[src/rtl/param_program_sequencer_pkg.sv]
// param_program_sequencer_pkg: shared defaults and next-address source encoding
package param_program_sequencer_pkg;
  localparam int DEF_ADDR_W      = 8;
  localparam int DEF_JUMP_W      = 4;
  localparam int DEF_PHASES      = 4;
  localparam int DEF_RUN_PHASE   = 2;
  localparam int DEF_STACK_DEPTH = 4;
  typedef enum logic [2:0] {NPC_RESET, NPC_RET, NPC_CALL, NPC_JUMP, NPC_INC} npc_src_e;
endpackage

[src/rtl/ps_return_stack.sv]
// ps_return_stack: LIFO of return addresses
//   clk/reset_n : clock and async active-low reset (pointer only)
//   clr         : synchronous pointer clear
//   push/pop    : ignored when full/empty respectively
//   din         : value pushed
//   full/empty  : occupancy flags
//   top         : top-of-stack value, 0 when empty
module ps_return_stack
  import param_program_sequencer_pkg::*;
#(
  parameter int WIDTH = DEF_ADDR_W,
  parameter int DEPTH = DEF_STACK_DEPTH
) (
  input  logic             clk,
  input  logic             reset_n,
  input  logic             clr,
  input  logic             push,
  input  logic             pop,
  input  logic [WIDTH-1:0] din,
  output logic             full,
  output logic             empty,
  output logic [WIDTH-1:0] top
);
  localparam int PW = $clog2(DEPTH + 1);
  localparam int AW = DEPTH > 1 ? $clog2(DEPTH) : 1;
  logic [PW-1:0]    ptr_q, ptr_d;
  logic [WIDTH-1:0] mem_q [DEPTH];
  assign empty = ptr_q == '0;
  assign full  = ptr_q == PW'(DEPTH);
  assign top   = empty ? '0 : mem_q[AW'(ptr_q - PW'(1))];
  always_comb
    ptr_d = clr            ? '0 :
            push && !full  ? ptr_q + PW'(1) :
            pop  && !empty ? ptr_q - PW'(1) : ptr_q;
  always_ff @(posedge clk or negedge reset_n)
    if (!reset_n) ptr_q <= '0;
    else          ptr_q <= ptr_d;
  // Contents need no reset: the pointer alone defines which entries are valid.
  always_ff @(posedge clk)
    if (push && !full && !clr) mem_q[AW'(ptr_q)] <= din;
endmodule

[src/rtl/param_program_sequencer.sv]
// param_program_sequencer: phased program counter with jump/call/return and return stack
//   clk, reset_n (async active-low), sync_reset (sync restart)
//   hold                      : freezes phase and sequencing
//   jump, conditional_jump, dont_jump_flag, call, ret, jump_addr : control, sampled in last phase
//   pm_address                : combinational next program-memory address
//   pc, phase, run            : registered PC, instruction phase, execute strobe
//   from_PS                   : top of return stack (0 if empty)
//   stack_overflow/underflow  : sticky error flags
module param_program_sequencer
  import param_program_sequencer_pkg::*;
#(
  parameter int ADDR_W      = DEF_ADDR_W,
  parameter int JUMP_W      = DEF_JUMP_W,
  parameter int PHASES      = DEF_PHASES,
  parameter int RUN_PHASE   = DEF_RUN_PHASE,
  parameter int STACK_DEPTH = DEF_STACK_DEPTH
) (
  input  logic                                         clk,
  input  logic                                         reset_n,
  input  logic                                         sync_reset,
  input  logic                                         hold,
  input  logic                                         jump,
  input  logic                                         conditional_jump,
  input  logic                                         dont_jump_flag,
  input  logic                                         call,
  input  logic                                         ret,
  input  logic [JUMP_W-1:0]                            jump_addr,
  output logic [ADDR_W-1:0]                            pm_address,
  output logic [ADDR_W-1:0]                            pc,
  output logic [(PHASES > 1 ? $clog2(PHASES) : 1)-1:0] phase,
  output logic                                         run,
  output logic [ADDR_W-1:0]                            from_PS,
  output logic                                         stack_overflow,
  output logic                                         stack_underflow
);
  localparam int PH_W = PHASES > 1 ? $clog2(PHASES) : 1;
  logic [ADDR_W-1:0] pc_q, pc_inc, target, npc, top;
  logic [PH_W-1:0]   phase_q, phase_d;
  logic              ovf_q, ovf_d, unf_q, unf_d;
  logic              last, adv, push, pop, full, empty;
  npc_src_e          src;
  always_comb begin
    last    = phase_q == PH_W'(PHASES - 1);
    adv     = last && !hold && !sync_reset;
    pc_inc  = pc_q + ADDR_W'(1);
    target  = ADDR_W'(jump_addr) << (ADDR_W - JUMP_W);
    // ret outranks call, so call+ret together behaves as ret alone
    src     = sync_reset ? NPC_RESET :
              ret        ? (empty ? NPC_INC : NPC_RET) :
              call       ? (full  ? NPC_INC : NPC_CALL) :
              (jump || (conditional_jump && !dont_jump_flag)) ? NPC_JUMP : NPC_INC;
    npc     = src == NPC_RESET ? '0 :
              src == NPC_RET   ? top :
              (src == NPC_CALL || src == NPC_JUMP) ? target : pc_inc;
    pm_address = sync_reset ? '0 : adv ? npc : pc_q;
    push    = adv && src == NPC_CALL;
    pop     = adv && src == NPC_RET;
    ovf_d   = !sync_reset && (ovf_q || (adv && !ret && call && full));
    unf_d   = !sync_reset && (unf_q || (adv && ret && empty));
    phase_d = sync_reset ? '0 : hold ? phase_q : last ? '0 : phase_q + PH_W'(1);
  end
  always_ff @(posedge clk or negedge reset_n)
    if (!reset_n) begin
      pc_q    <= '0;
      phase_q <= '0;
      ovf_q   <= 1'b0;
      unf_q   <= 1'b0;
    end else begin
      pc_q    <= pm_address;
      phase_q <= phase_d;
      ovf_q   <= ovf_d;
      unf_q   <= unf_d;
    end
  ps_return_stack #(.WIDTH(ADDR_W), .DEPTH(STACK_DEPTH)) u_stack (
    .clk    (clk),
    .reset_n(reset_n),
    .clr    (sync_reset),
    .push   (push),
    .pop    (pop),
    .din    (pc_inc),
    .full   (full),
    .empty  (empty),
    .top    (top)
  );
  assign pc              = pc_q;
  assign phase           = phase_q;
  assign run             = !hold && phase_q == PH_W'(RUN_PHASE);
  assign from_PS         = top;
  assign stack_overflow  = ovf_q;
  assign stack_underflow = unf_q;
endmodule

[config.mk]
export PLATFORM = sky130hd
export DESIGN_NAME = param_program_sequencer
export DESIGN_NICKNAME = d
export VERILOG_FILES = /design/src/rtl/param_program_sequencer_pkg.sv /design/src/rtl/ps_return_stack.sv /design/src/rtl/param_program_sequencer.sv
export SDC_FILE = /design/constraint.sdc
export NUM_CORES = 1
export LEC_CHECK = 0
export CAP_MARGIN = 20
export CORE_MARGIN = 4
export CORE_UTILIZATION = 29
export DETAILED_ROUTE_END_ITERATION = 10
export SLEW_MARGIN = 20
export SYNTH_ARGS = -nofsm -noshare
export SYNTH_HDL_FRONTEND = slang
export SYNTH_HIERARCHICAL = 1
export SYNTH_SLANG_ARGS = --single-unit
[constraint.sdc]
create_clock -name clk -period 5.14 [get_ports clk]
set_clock_uncertainty 0.15 [all_clocks]
set_input_delay 1.028 -clock clk [delete_from_list [all_inputs] [get_ports clk]]
set_output_delay 1.028 -clock clk [all_outputs]
set_load 0.01 [all_outputs]
==> impl_metrics.ini <==
[pwr]
worst_vdd_ir_uv = 87.48
power_per_cell_area_nw_per_um2 = 250.3
power.leakage_nw = 1.092

[detailed_routing]
route.detailed.drc = 0
route.detailed.vias_per_inst = 5.030
post_drt_wl_per_cell_microns = 17.37
route.top_layer_used = met4
drt-initial-drc-count = 119
detailroute.wirelength.met3_microns = 218
route.final.wire_length_microns = 5766
wl_on_met1_microns = 2711
vias = 1670
dr.pass1.iters = 4
route.met2.wl_microns = 2815
ant_nets = 0

[placement]
place.port_buffers = 41
detailedPlacementHpwl_microns = 4205
gp_congestion = 0.7461
dp.cells = 324

[finish]
final_common_cell = sky130_fd_sc_hd__clkdlybuf4s50_1
layout_common_cells = sky130_fd_sc_hd__clkdlybuf4s50_1 (41), sky130_fd_sc_hd__edfxtp_1 (32), sky130_fd_sc_hd__dfrtp_1 (15)
antenna-diode-count = 0
fraction_of_final_layout_cells_sized_beyond_drive_strength_1_pct = 13.48
synthToLayoutAreaGrowth_pct = 25.56
fin_nets = 250
n_fill_cell = 804
post_layout_nonfiller_instances = 332

[die]
dieArea_sq_um = 9734
die_width_microns = 98.66
top_level_ports = 42
initial_core_util_pct = 30.37
core_area_sq_um = 7848
fp.dieH_microns = 98.66
fp-row-count = 32

[sta]
worst-slew-pin-transition_ns = 0.9245
fmax_mhz = 213.1
timing_hold_violations_final = 0
timing.setup.tns_ns = 0
period_minus_slack_ns = 4.693
setup_viol = 0
final.period_utilization_pct = 91.30
rel_slew_slack_pct = 38.27
finalMaxSlewViolations = 0
grt_setup_unrepaired = no

[clock_network]
postCtsSetupRepairBufs = 0
cts-resized-gates = 0
postCtsHoldBufs = 0
insertion_delay_ns = 0.29
clkSlewWorstSetupHoldPaths_ns = 0.08
ctsRootBufferMaster = sky130_fd_sc_hd__clkbuf_8
max-clock-path-buffers = 2
total_clock_buffers_created_by_cts = 5
cts_tree = yes
htree_depth = 2
numClockSinks = 47

[worst_setup_path]
worstPathCellList = clkdlybuf4s50_1 > buf_4 > or3b_4 > nor2_1 > a32oi_1 > o21ai_0 > clkdlybuf4s50_1
cp_max_fo = 11
critPathCaptureType = primary output
critPathMostFrequentCell = sky130_fd_sc_hd__clkdlybuf4s50_1
worstPathArrival_ns = 3.51
critical_path.slowest_cell = sky130_fd_sc_hd__clkdlybuf4s50_1
worstPathRequired_ns = 3.96
cp_slowest_stage_delay_ns = 0.61
timing.critical_path.from_type = primary input
crit_type = in -> out

[synthesis]
syn_std_cell_area_sq_um = 2384
ys_dominant_reg_cell = sky130_fd_sc_hd__edfxtp_1
synth.lib_cells_used.distinct = 45
synthesis.instances = 182
async_reset_ff_share_pct = 31.91
syn-mean-instance-area_sq_um = 13.10
yosysSeqAreaShare_pct = 56.06
synth_edf_count = 32
ys_ff_latch = 47
synth_nets = 203
synth_warnings = 6

[global_route]
grt_pass1_vias = 1677
grt_start_max_net_pins = 16
antenna_violations_before_repair = 0
first_pass_grt_wire_length_microns = 9252
grtUsageTotal_pct = 12.33
global_route.overflow_total = 0

[worst_hold_path]
worstHoldPathType = reg -> reg

[outcome]
run_status = finished clean

[flow_run]
max_cap_violations = 0
worst paths after layout:
| kind | start | to | slack, ns | depth (start not counted) |
|---|---|---|---|---|
| max | sync_reset | pm_address[7] | 0.45 | 7 |
| min | stack_underflow | stack_underflow | 0.38 | 2 |
| max reg2reg | u_stack/ptr_q[0] | u_stack/mem_q[0][2] | 1.86 | 9 |
| min reg2reg | stack_underflow | stack_underflow | 0.38 | 2 |
| max in group asynchronous | reset_n | pc[1] | 3.27 | 1 |
| min in group asynchronous | reset_n | u_stack/ptr_q[1] | 1.05 | 1 |
critical path, delay by kind of cell:
family | cells | cell delay, ns
compound gates | 2 | 0.27
buf+inv | 3 | 1.30
simple gates | 2 | 0.91
metrics by stage:
step	hold slack (ns)	total power [mW]	area, sq um	setup slack (ns)	utilization [%]
final	0.3791	0.7492	2993	0.4471	38.14
after global routing	0.4124	0.7867	2993	0.2653	38.14
after CTS	0.3868	0.7602	2993	0.4327	38.14
after detailed placement	0.3671	0.5442	2908	0.4338	37.05
after global placement	0.3463	0.5429	2908	0.4932	37.05
after floorplan	0.3788	0.4891	2384	1.774	-
final cells by class:
cell class              instances  area [sq um]  share of cell area [%]
clock inverters                 2         12.51                  0.4181
well taps                     102         127.6                   4.264
flip-flops and latches         47          1336                   44.65
repair buffers                 46         447.9                   14.97
clock buffers                   6         72.57                   2.425
multi-input cells             121         965.9                   32.27
inverters                       8         30.03                   1.003
synthesized netlist by cell type, types with 2 or more instances:
cell type | number | area share (%)
sky130_fd_sc_hd__xnor2_1 | 2 | 0.74
sky130_fd_sc_hd__mux4_2 | 8 | 7.6
sky130_fd_sc_hd__nor3_1 | 3 | 0.63
sky130_fd_sc_hd__xor2_1 | 2 | 0.74
sky130_fd_sc_hd__or3b_4 | 2 | 0.94
sky130_fd_sc_hd__inv_1 | 7 | 1.1
sky130_fd_sc_hd__nand3_1 | 6 | 1.3
sky130_fd_sc_hd__o21ai_0 | 10 | 2.1
sky130_fd_sc_hd__nand2_1 | 5 | 0.79
sky130_fd_sc_hd__ha_1 | 8 | 4.2
sky130_fd_sc_hd__nor2b_1 | 12 | 3.1
sky130_fd_sc_hd__edfxtp_1 | 32 | 40
sky130_fd_sc_hd__and2_1 | 6 | 1.6
sky130_fd_sc_hd__nor2_1 | 13 | 2.0
sky130_fd_sc_hd__a31oi_1 | 3 | 0.79
sky130_fd_sc_hd__buf_6 | 3 | 1.4
sky130_fd_sc_hd__dfrtp_1 | 15 | 16
sky130_fd_sc_hd__o21ai_1 | 2 | 0.42
sky130_fd_sc_hd__or3_1 | 2 | 0.52
sky130_fd_sc_hd__a32oi_1 | 5 | 1.8
sky130_fd_sc_hd__and3_1 | 2 | 0.52
sky130_fd_sc_hd__a21oi_1 | 10 | 2.1
sky130_fd_sc_hd__buf_2 | 2 | 0.42
state kept, by name, indices dropped and copies added (netlist names):
name,count
pc,8
phase,2
stack_overflow,1
stack_underflow,1
u_stack/mem_q,32
u_stack/ptr_q,3
cells by family (layout without fill, tap and decap cells):
| family | after synthesis | after routing | synth area share [%] |
|---|---|---|---|
| multiplexers | 10 | 10 | 8.609 |
| buffers and inverters | 14 | 62 | 3.412 |
| AND/OR/NAND/NOR | 59 | 59 | 14.07 |
| XOR/XNOR | 4 | 4 | 1.470 |
| AO/OA/AOI/OAI | 40 | 40 | 12.18 |
| adder cells (fa/ha/maj) | 8 | 8 | 4.200 |
| flip-flops | 47 | 47 | 56.06 |
metal layers:
layer	global-route usage, %	vias up
met1	16.90	848
li1	-	780
met3	3.326	4
met5	0	-
met4	2.521	0
met2	19.76	38
power by group:
part,switching (mW),internal (mW),total [mW]
Clock,0.120,0.0953,0.216
Sequential,0.00515,0.405,0.410
Combinational,0.0615,0.0622,0.124
Power figures use the tool's default switching activity.
